`src/rtl/golden_nonce_uart_tx.sv`:
```
// Golden-nonce return path: queues nonces reported by the miner core and sends each one to the
// host as a 5-byte 8N1 UART frame (sync byte followed by the nonce, MSB first).
module golden_nonce_uart_tx #(
  parameter int unsigned BAUD_DIV        = 434,
  parameter int unsigned FIFO_DEPTH_LOG2 = 2,
  parameter logic [7:0]  SYNC_BYTE       = 8'hA5
) (
  input  logic                       hash_clk,
  input  logic                       reset,
  input  logic                       golden_nonce_valid,
  input  logic [31:0]                golden_nonce,
  output logic                       uart_txd,
  output logic                       tx_busy,
  output logic [FIFO_DEPTH_LOG2:0]   fifo_count,
  output logic                       overflow,
  input  logic                       overflow_clr
);

  localparam int unsigned Depth  = 1 << FIFO_DEPTH_LOG2;
  localparam int unsigned PtrW   = FIFO_DEPTH_LOG2;
  localparam int unsigned CountW = FIFO_DEPTH_LOG2 + 1;
  localparam int unsigned CntW   = $clog2(BAUD_DIV);
  localparam logic [CntW-1:0] CntLoad = CntW'(BAUD_DIV - 1);

  typedef enum logic [1:0] {StIdle, StStart, StData, StStop} state_e;

  // FIFO storage and bookkeeping
  logic [31:0]       mem_q [Depth];
  logic [PtrW-1:0]   wr_ptr_q, rd_ptr_q;
  logic [CountW-1:0] count_q, count_d;
  logic              fifo_full, fifo_nonempty;
  logic              push, pop, drop;
  logic              overflow_q, overflow_d;

  // Transmitter state
  state_e            state_q, state_d;
  logic [CntW-1:0]   baud_q, baud_d;
  logic [2:0]        bit_idx_q, bit_idx_d;
  logic [2:0]        byte_idx_q, byte_idx_d;
  logic [7:0]        shift_q, shift_d;
  logic [31:0]       hold_q, hold_d;
  logic [7:0]        next_byte;
  logic              bit_done;

  assign fifo_full     = (count_q == CountW'(Depth));
  assign fifo_nonempty = (count_q != '0);
  assign bit_done      = (baud_q == '0);

  // A pop frees a slot in the same cycle, so a push against a full FIFO is still accepted.
  always_comb begin
    pop  = (state_q == StIdle) && fifo_nonempty;
    push = golden_nonce_valid && (!fifo_full || pop);
    drop = golden_nonce_valid && fifo_full && !pop;
  end

  always_comb begin
    count_d = count_q;
    unique case ({push, pop})
      2'b10:   count_d = count_q + CountW'(1);
      2'b01:   count_d = count_q - CountW'(1);
      default: count_d = count_q;
    endcase
  end

  // Drop takes priority over a simultaneous clear.
  always_comb begin
    overflow_d = overflow_q;
    if (drop) begin
      overflow_d = 1'b1;
    end else if (overflow_clr) begin
      overflow_d = 1'b0;
    end
  end

  always_ff @(posedge hash_clk or negedge reset) begin
    if (!reset) begin
      wr_ptr_q   <= '0;
      rd_ptr_q   <= '0;
      count_q    <= '0;
      overflow_q <= 1'b0;
    end else begin
      if (push) begin
        wr_ptr_q <= wr_ptr_q + PtrW'(1);
      end
      if (pop) begin
        rd_ptr_q <= rd_ptr_q + PtrW'(1);
      end
      count_q    <= count_d;
      overflow_q <= overflow_d;
    end
  end

  always_ff @(posedge hash_clk) begin
    if (push) begin
      mem_q[wr_ptr_q] <= golden_nonce;
    end
  end

  // Byte that follows the one currently in the stop bit.
  always_comb begin
    unique case (byte_idx_q)
      3'd0:    next_byte = hold_q[31:24];
      3'd1:    next_byte = hold_q[23:16];
      3'd2:    next_byte = hold_q[15:8];
      default: next_byte = hold_q[7:0];
    endcase
  end

  // State register
  always_ff @(posedge hash_clk or negedge reset) begin
    if (!reset) begin
      state_q    <= StIdle;
      baud_q     <= '0;
      bit_idx_q  <= '0;
      byte_idx_q <= '0;
      shift_q    <= '0;
      hold_q     <= '0;
    end else begin
      state_q    <= state_d;
      baud_q     <= baud_d;
      bit_idx_q  <= bit_idx_d;
      byte_idx_q <= byte_idx_d;
      shift_q    <= shift_d;
      hold_q     <= hold_d;
    end
  end

  // Next-state logic
  always_comb begin
    state_d    = state_q;
    baud_d     = baud_q;
    bit_idx_d  = bit_idx_q;
    byte_idx_d = byte_idx_q;
    shift_d    = shift_q;
    hold_d     = hold_q;
    unique case (state_q)
      StIdle: begin
        if (fifo_nonempty) begin
          hold_d     = mem_q[rd_ptr_q];
          byte_idx_d = 3'd0;
          shift_d    = SYNC_BYTE;
          baud_d     = CntLoad;
          state_d    = StStart;
        end
      end
      StStart: begin
        if (bit_done) begin
          bit_idx_d = 3'd0;
          baud_d    = CntLoad;
          state_d   = StData;
        end else begin
          baud_d = baud_q - CntW'(1);
        end
      end
      StData: begin
        if (bit_done) begin
          shift_d = {1'b0, shift_q[7:1]};
          baud_d  = CntLoad;
          if (bit_idx_q == 3'd7) begin
            state_d = StStop;
          end else begin
            bit_idx_d = bit_idx_q + 3'd1;
          end
        end else begin
          baud_d = baud_q - CntW'(1);
        end
      end
      StStop: begin
        if (bit_done) begin
          if (byte_idx_q < 3'd4) begin
            byte_idx_d = byte_idx_q + 3'd1;
            shift_d    = next_byte;
            baud_d     = CntLoad;
            state_d    = StStart;
          end else begin
            state_d = StIdle;
          end
        end else begin
          baud_d = baud_q - CntW'(1);
        end
      end
      default: state_d = StIdle;
    endcase
  end

  // Outputs decode straight from state so reset releases the line in the same cycle.
  always_comb begin
    uart_txd = 1'b1;
    tx_busy  = 1'b1;
    unique case (state_q)
      StIdle:  tx_busy  = 1'b0;
      StStart: uart_txd = 1'b0;
      StData:  uart_txd = shift_q[0];
      StStop:  uart_txd = 1'b1;
      default: tx_busy  = 1'b0;
    endcase
  end

  assign fifo_count = count_q;
  assign overflow   = overflow_q;

endmodule

```
`config.mk`:
```
export PLATFORM = sky130hd
export DESIGN_NAME = golden_nonce_uart_tx
export DESIGN_NICKNAME = d
export VERILOG_FILES = /design/src/rtl/golden_nonce_uart_tx.sv
export SDC_FILE = /design/constraint.sdc
export NUM_CORES = 1
export LEC_CHECK = 0
export BUFFER_PORTS_ARGS = -buffer_cell sky130_fd_sc_hd__buf_4
export CAP_MARGIN = 20
export CORE_ASPECT_RATIO = 0.5
export CORE_MARGIN = 1
export CORE_UTILIZATION = 50
export CTS_CLUSTER_SIZE = 14
export DETAILED_ROUTE_END_ITERATION = 8
export PLACE_DENSITY = 0.76
export SLEW_MARGIN = 20
export SYNTH_ARGS = -nofsm -noshare
export SYNTH_HDL_FRONTEND = slang
export SYNTH_SLANG_ARGS = --single-unit
```
`constraint.sdc`:
```
create_clock -name hash_clk -period 5.5 [get_ports hash_clk]
set_input_delay 0.275 -clock hash_clk [delete_from_list [all_inputs] [get_ports hash_clk]]
set_output_delay 0.275 -clock hash_clk [all_outputs]
set_load 0.01 [all_outputs]
```
## After elaboration in Yosys (flattened, before gate mapping)

Memories as Yosys holds them, arrays and structs flattened. A register that Yosys moved wholly into a read port is not among the register bits.
Cells that the tools add are included.

| cells by class | value |
|---|---|
| equality and inequality tests | 17 |
| reduce and logical (&&, ||, !) cells | 24 |
| magnitude comparators | 1 |
| multiplexer cells | 33 |
| $add $sub $neg | 7 |

Operators with widths:

| operator | number |
|---|---|
| $pmux 8 s3 | 2 |
| $mux 9 | 4 |
| $mux 8 | 4 |
| $pmux 9 s3 | 1 |
| $mux 3 | 6 |
| $pmux 3 s2 | 3 |
| $ne 2x2->1 const B | 7 |
| $mux 2 | 5 |
| $reduce_and 5->1 | 2 |
| $add 3x1->3 const B | 3 |
| $logic_not 9->1 | 1 |
| $sub 9x1->9 const B | 1 |
| $pmux 2 s4 | 1 |
| $reduce_and 4->1 | 2 |
| $reduce_bool 2->1 | 4 |
| $eq 2x2->1 const B | 3 |
| $eq 3x3->1 const B | 2 |
| $mux 1 | 6 |
| $reduce_bool 3->1 | 2 |
| $add 2x1->2 const B | 2 |
| $eq 2x1->1 const B | 2 |
| $logic_and 1x1->1 | 4 |
| $reduce_and 2->1 | 2 |
| $eq 3x1->1 const B | 1 |
| other kinds (10) | 12 |

| word-level totals | value |
|---|---|
| input port bits | 36 |
| word-level logic and storage cells | 92 |
| output and inout port bits | 6 |
| memories | 1 |
| bits in registers | 33 |
| RAM bits | 128 |

Memory list:

| name | depth | bits a word | read ports | clocked after Yosys merged registers in | wr ports | RTL line | RTL |
|---|---|---|---|---|---|---|---|
| mem_q | 4 | 32 | 1 | 1 | 1 | 28 | `logic [31:0] mem_q [Depth];` |

## Depth between registers and ports, before layout

Gate-level depths: netlist of run 1.

| logic depth | value |
|---|---|
| depth in word-level cells | 6 |
| depth in mapped cells | 8 |
| mapped depth without buffers | 8 |

## Least setup slack after synthesis of run 1

OpenSTA, ideal clock, no wires.

| timing path | value |
|---|---|
| path kind | register to register |
| start point | register state_q[0] |
| end point | memory mem_q[0][0] (enable) |
| stages on the path, launching flop included | 6 |
| data required time | 5.108 ns |
| buffers on the path | 0 |
| library setup time | 0.392 ns |
| arrival | 1.973 ns |
| clock period less this slack | 2.365 ns |
| slack | 3.135 ns |
| path through | dfrtp_1 -> inv_1 -> ha_1 -> nor4b_1 -> nor2_1 -> and2_1 |

| on the way | value |
|---|---|
| word-level cells in the longest chain between the ends | 6 |

RTL lines:

| what | RTL line | RTL |
|---|---|---|
| start: declaration | 36 | `state_e state_q, state_d;` |
| start signal: assignment | 112 | `state_q <= StIdle;` |
| start signal: assignment | 119 | `state_q <= state_d;` |
| $logic_not 2->1 | 51 | `pop = (state_q == StIdle) && fifo_nonempty;` |
| $logic_and 1x1->1 | 51 |  |
| $logic_or 1x1->1 | 52 | `push = golden_nonce_valid && (!fifo_full \|\| pop);` |
| $logic_and 1x1->1 | 52 |  |
| $mux 1 | 94 | `if (push) begin` |
| $mux 1 (implied by the code) | 95 | `mem_q[wr_ptr_q] <= golden_nonce;` |
| end: declaration | 28 |  |

No other way between the ends.

## Final worst setup path of run 1

| timing path | value |
|---|---|
| start point | register state_q[0] |
| end point | register count_q[2], in the netlist fifo_count[2] |

| on the way | value |
|---|---|
| word-level cells in the longest chain between the ends | 6 |
| elaborated cells between the ends (all ways) | 8 |
| classes of those cells | 2 x eq/ne; 1 x mux; 5 x reduce/logical |

RTL lines:

| what | RTL line | RTL |
|---|---|---|
| $logic_not 2->1 (*) | 51 |  |
| $logic_and 1x1->1 (*) | 51 |  |
| $logic_or 1x1->1 | 52 |  |
| $logic_and 1x1->1 | 52 |  |
| $eq 2x1->1 or $eq 2x2->1 (tied branches) | 58 | `unique case ({push, pop})` |
| $pmux 3 s2 or $reduce_bool 2->1 (tied branches) | -- |  |
| end signal: assignment | 88 | `count_q <= count_d;` |
| end: declaration | 30 | `logic [CountW-1:0] count_q, count_d;` |

Mark *: on every way between the ends. The rest lies on a longest branch, timed or not.
A chain may end at the register's enable or synchronous reset.

==> impl_metrics.tcl, run 1 <==
set metrics [dict create \
    place_congestion 0.807 \
    start_util_pct 51.3 \
    io_pins 42 \
    synthFlopType "edfxtp_1" \
    tns_ns 0 \
    p_leak_nw 3.46 \
    synth_xor_area_share_pct 0.553 \
    hold_viol 0 \
    crit_required_ns 5.81 \
    cts_buffers 17 \
    grt_overflow 0 \
    drt_iter0_drc 515 \
    postPlaceCellArea_um2 8470 \
    wl_per_cell_um 19.1 \
    synth_seq_cells 193 \
    power_density_nw_per_um2 374 \
    coreArea_um2 15500 \
    wl_um 14800 \
    seqCellArea_um2 5470 \
    nets 610 \
    setup_violations 0 \
    syn_inst 511 \
    async_flop_share_pct 33.7 \
    grt_pass1_wl_um 24400 \
    synthTopCellsByArea "edfxtp_1 (49%), dfrtp_1 (21%), mux4_2 (9.1%), nand2_1 (4.9%), ha_1 (2.5%)" \
    rows 32 \
    diodes 0 \
    antenna_found_initial 0 \
    synth-compound-area-share_pct 5.97 \
    cts_resized 0 \
    clock_skew_ns 0.0116 \
    yosysWarnings 0 \
    path_clk_slew_ns 0.07 \
    yosysUniqueCellTypes 52 \
    n_fill_cell 1143 \
    peakVddDrop_uv 223 \
    period_minus_slack_ns 2.64 \
    postSynthAreaPerCell_um2 15.5 \
    drive_gt1_share_pct 23.9 \
    port_buffers 41 \
    syn_nets 564 \
    crit_path_end_kind "register" \
    grt_max_degree 66 \
    ys_top_cells_by_count "edfxtp_1 (128), nand2_1 (103), dfrtp_1 (65)" \
    worst_pin_slew_ns 0.850 \
    fp.dieW_um 180 \
    cap_violations 0 \
    final_cell_area_um2 9070 \
    areaGrowthSynthToFinish_pct 14.4 \
    insertion_delay_ns 0.43 \
    arrival_ns 2.95 \
    place_ws_ns 2.95 \
    outcome "complete, no violations" \
    synth_edf_count 128 \
    cts-root-buf "clkbuf_16" \
    die-area_um2 16400 \
    die_h_um 91.0 \
    ys_seq_area_share_pct 69.0 \
    antenna_left 0 \
    worstSetupPathType "register to register" \
    finalPower_mw 3.40 \
    synth-simple-area-share_pct 8.64 \
    multi_input_area_um2 2310 \
    hold_class "input port to register" \
    first_global_vias 4550 \
    route.vias.total 4502 \
    yosysTopAreaCell "edfxtp_1" \
    timing.slew.headroom_pct 43.3 \
    cts_sinks 193 \
    crit_fanout 39 \
    cts_tree "done" \
    first_pass_iters 6 \
    setup_ws_ns 2.86 \
    slew_viol_final 0 \
    synth.area.mux_share_pct 11.0 \
    grtUsageTotal_pct 19.5 \
    drc 0 \
    dp_hpwl_um 9060 \
    via_per_inst 5.82 \
    netlist_area_um2 7930 \
    worst_setup_path_start_kind "register" \
    htree_levels 4 \
    yosys.area_share.adder_pct 2.78 \
    synth_top_family_by_area "multiplexers" \
    synth.most_common_cell "edfxtp_1" \
    clock_path_buffers 2 \
    fmax_ghz 0.379 \
    synth_top_area_share_pct 48.5 \
    period_share_pct 47.9 \
    grt_setup_unrepaired "false" \
]
[repair_timing]
item | 4_1_cts | 5_1_grt
endpoints found under the hold margin | 65 | 0
buffers inserted | 0 | 0
hold buffers | 1 | 0
[layout by cell type, fill, tap and decap left out, types with 5 or more instances in the layout]
| cell type | count |
|---|---|
| ha_1 | 16 |
| o21ai_0 | 14 |
| a22o_1 | 7 |
| inv_1 | 19 |
| buf_4 | 48 |
| nor3_1 | 8 |
| mux4_2 | 32 |
| nor4_1 | 5 |
| xnor2_1 | 5 |
| nor2_1 | 7 |
| a222oi_1 | 8 |
| dfrtp_1 | 63 |
| clkbuf_16 | 17 |
| nand2_1 | 103 |
| mux2_2 | 11 |
| edfxtp_1 | 128 |
[power breakdown]
| part | switching, mW | internal, mW |
|---|---|---|
| clock | 0.588 | 0.610 |
| sequential | 0.0695 | 1.78 |
| combinational | 0.211 | 0.137 |
| total | 0.868 | 2.53 |
[path summary, 6_finish.rpt]
path	from	endpoint	slack, ns	depth (start not counted)
max	state_q[0]$_DFFE_PN0P_	fifo_count[2]$_DFFE_PN0P_	2.86	9
min	overflow_clr	overflow$_DFFE_PN0P_	0.03	2
max reg2reg	state_q[0]$_DFFE_PN0P_	fifo_count[2]$_DFFE_PN0P_	2.86	9
min reg2reg	hold_q[27]$_DFFE_PN0N_	hold_q[27]$_DFFE_PN0N_	0.49	2
max in group asynchronous	reset	rd_ptr_q[1]$_DFFE_PN0N_	4.42	2
min in group asynchronous	reset	hold_q[20]$_DFFE_PN0N_	0.51	2
[stage by stage]
step	cells	util, %	hold slack (ns)
global placement	741	54.8	0.424
detailed placement	741	54.8	0.425
floorplan	511	-	-0.0206
global route	774	58.7	0.0246
finish	774	58.7	0.0336
CTS	774	58.7	0.0245
[routing by layer]
layer | part of all wire, % | track usage (%) | up-vias
li1 | - | - | 2028
met1 | 46 | 27.1 | 2368
met2 | 49 | 31.2 | 93
met3 | 4.0 | 4.57 | 13
met4 | 1.1 | 5.34 | 0
met5 | 0 | 0 | -
[worst max-delay path, stage by stage, from the launching register on]
cell     delay [ns]
dfrtp_1        0.44
inv_1          0.16
ha_1           0.34
o31a_1         0.19
buf_4          0.35
nand2_1        0.14
fa_1           0.39
nor4_1         0.27
a31oi_1        0.09
xnor2_1        0.14
[sequential cells by signal, summed over array words and instances (netlist names)]
register	cells
mem_q	128
bit_idx_q	3
baud_q	9
byte_idx_q	3
shift_q	8
fifo_count	3
rd_ptr_q	2
wr_ptr_q	2
overflow	1
hold_q	32
state_q	2
[layout make-up]
class                      instances  area share [%]
sequential                       193            60.3
multi-input combinational        277            25.5
clock buffer                      18            4.73
timing repair buffer              49            4.08
tap                              204            2.81
clock inverter                    14            1.78
inverter                          19           0.786
[logic make-up after synthesis]
| family | Yosys count |
|---|---|
| xor gates and xnor gates | 5 |
| adders and majority gates | 17 |
| DFF | 193 |
| and+or+nand+nor | 150 |
| muxes | 46 |
| buffers and inverters | 41 |
| AOI/OAI and AO/OA | 59 |
(Power assumes the default switching activity.)
==> run 2, diff against run 1 <==
--- a/config.mk
+++ b/config.mk
@@ -12,7 +12,7 @@
 export CORE_UTILIZATION = 50
 export CTS_CLUSTER_SIZE = 14
 export DETAILED_ROUTE_END_ITERATION = 8
-export PLACE_DENSITY = 0.76
+export PLACE_DENSITY = 0.79
 export SLEW_MARGIN = 20
 export SYNTH_ARGS = -nofsm -noshare
 export SYNTH_HDL_FRONTEND = slang
==> constraint.sdc (replaced) <==
create_clock -name hash_clk -period 2.2 [get_ports hash_clk]
set_input_delay 0.11 -clock hash_clk [delete_from_list [all_inputs] [get_ports hash_clk]]
set_output_delay 0.11 -clock hash_clk [all_outputs]
set_load 0.01 [all_outputs]
==> run 2 against run 1 <==
  * Hold slack improved by 0.074 ns
  * Sequential share of layout area decreased by 3.8 points
  * Clock skew increased by 0.0013 ns
  * Global-route usage increased by 1.6 points
  * Clock power increased to 2.6 times the previous value
  * First-iteration DRC count decreased by 4.3%
  * Worst setup slack got worse by 2.8 ns
  * Count of clock-buffer cells in the layout decreased by 1
  * Sequential power increased by 150%
  * Critical path type unchanged
  * Critical endpoint is now mem_q[3][4]$_DFFE_PP_
==> impl_metrics.tcl, run 2 (synthesis results as in run 1) <==
set metrics [dict create \
    setup_violations 0 \
    place_ws_ns 0.0978 \
    grt_max_degree 66 \
    antenna_found_initial 0 \
    drt_iter0_drc 493 \
    areaGrowthSynthToFinish_pct 22.1 \
    nets 668 \
    coreArea_um2 15500 \
    grt_overflow 0 \
    worstSetupPathType "register to register" \
    clock_path_buffers 2 \
    die_h_um 91.0 \
    antenna_left 0 \
    grt_pass1_wl_um 25900 \
    via_per_inst 5.79 \
    wl_um 16200 \
    grt_use_met3_pct 5.70 \
    fmax_ghz 0.475 \
    finalPower_mw 8.78 \
    busiest_layer "met2" \
    crit_path_end_kind "register" \
    power_density_nw_per_um2 908 \
    path_clk_slew_ns 0.08 \
    arrival_ns 2.29 \
    period_share_pct 95.8 \
    regMostFlops "mem_q" \
    diodes 0 \
    cts-root-buf "clkbuf_16" \
    place_congestion 0.904 \
    hold_class "input port to register" \
    htree_levels 4 \
    first_pass_iters 7 \
    drc 0 \
    p_leak_nw 3.75 \
    crit_fanout 11 \
    fp.dieW_um 180 \
    reg_top3 "mem_q x128, hold_q x32, baud_q x9" \
    timing.slew.headroom_pct 44.3 \
    tns_ns 0 \
    peakVddDrop_uv 493 \
    cpMostUsedCell "buf_4" \
    route.vias.total 4819 \
    hold_viol 0 \
    grtUsageTotal_pct 21.2 \
    drive_gt1_share_pct 26.9 \
    insertion_delay_ns 0.44 \
    die-area_um2 16400 \
    layout_commonest_cell "edfxtp_1" \
    first_global_vias 4864 \
    cts_sinks 193 \
    layout_common_cells "edfxtp_1 (128), nand2_1 (103), buf_4 (68)" \
    dp_cells 764 \
    clock_skew_ns 0.0129 \
    period_minus_slack_ns 2.11 \
    worst_pin_slew_ns 0.835 \
    wl_per_cell_um 19.4 \
    largest_register_ffs 128 \
    rows 32 \
    io_pins 42 \
    cts_buffers 17 \
    outcome "complete, no violations" \
    worst_setup_path_start_kind "register" \
    grt_use_met2_pct 34.4 \
    slew_viol_final 0 \
    dp_hpwl_um 9570 \
    grt_setup_unrepaired "true" \
    crit_required_ns 2.38 \
    final_cells 832 \
    cap_violations 0 \
    cp_slowest_cell "dfrtp_1" \
    grt_util_met1_pct 28.0 \
    port_buffers 41 \
    utilization_pct 62.6 \
    start_util_pct 51.3 \
    cts_tree "done" \
    slowest_delay_ns 0.36 \
    setup_ws_ns 0.0930 \
    critical_path.cell_chain "inv_1 > ha_1 > buf_4 > nor4b_1 > nor2_1 > and2_2 > buf_4" \
]
run 2: metal layers:
metal | up-vias | wire, um | part of all wire [%]
li1 | 2143 | - | -
met1 | 2486 | 7090 | 44
met2 | 161 | 7880 | 49
met3 | 29 | 919 | 5.7
met4 | 0 | 274 | 1.7
met5 | - | 0 | 0
run 2: stage by stage:
step | hold slack, ns | cell area (um2)
2_1_floorplan | -0.186 | 7930
3_3_place_gp | 0.260 | 8700
3_5_place_dp | 0.263 | 8700
4_1_cts | 0.0774 | 9650
5_1_grt | 0.150 | 9670
6_report | 0.107 | 9670
run 2: area by class of cell:
type	count	area, um2
multi-input cells	277	2340
well taps	204	255
clock inverters	15	174
clock buffers	17	425
repair buffers	107	941
flip-flops and latches	193	5470
inverters	19	71.3
fillers	1091	5780
run 2: timing repair:
action	CTS	global route
buffers inserted	0	1
endpoints found under the setup margin	0	13
endpoints found under the hold margin	194	0
hold buffers	35	0
resized for setup	0	6
run 2: path summary, 6_finish.rpt:
| check | start | to | slack, ns | cells after the start |
|---|---|---|---|---|
| max | state_q[1]$_DFFE_PN0P_ | mem_q[3][4]$_DFFE_PP_ | 0.09 | 7 |
| min | golden_nonce_valid | fifo_count[2]$_DFFE_PN0P_ | 0.11 | 4 |
| max reg2reg | state_q[1]$_DFFE_PN0P_ | mem_q[3][4]$_DFFE_PP_ | 0.09 | 7 |
| min reg2reg | hold_q[3]$_DFFE_PN0N_ | hold_q[3]$_DFFE_PN0N_ | 0.49 | 2 |
| max in group asynchronous | reset | rd_ptr_q[0]$_DFFE_PN0N_ | 1.31 | 2 |
| min in group asynchronous | reset | hold_q[23]$_DFFE_PN0N_ | 0.32 | 2 |
run 2: worst max-delay path, delay by kind of cell, from the launching register on:
kind                       cells  cell delay [ns]
DFF                            1             0.36
and+or+nand+nor                3             0.86
buffers and inverters          3             0.44
adders and majority gates      1             0.20
run 2: where the power goes:
part	total (mW)	internal [mW]	leakage [nW]	switching, mW
sequential	4.58	4.45	1.95	0.133
clock	3.08	1.54	0.285	1.54
combinational	1.12	0.499	1.51	0.621
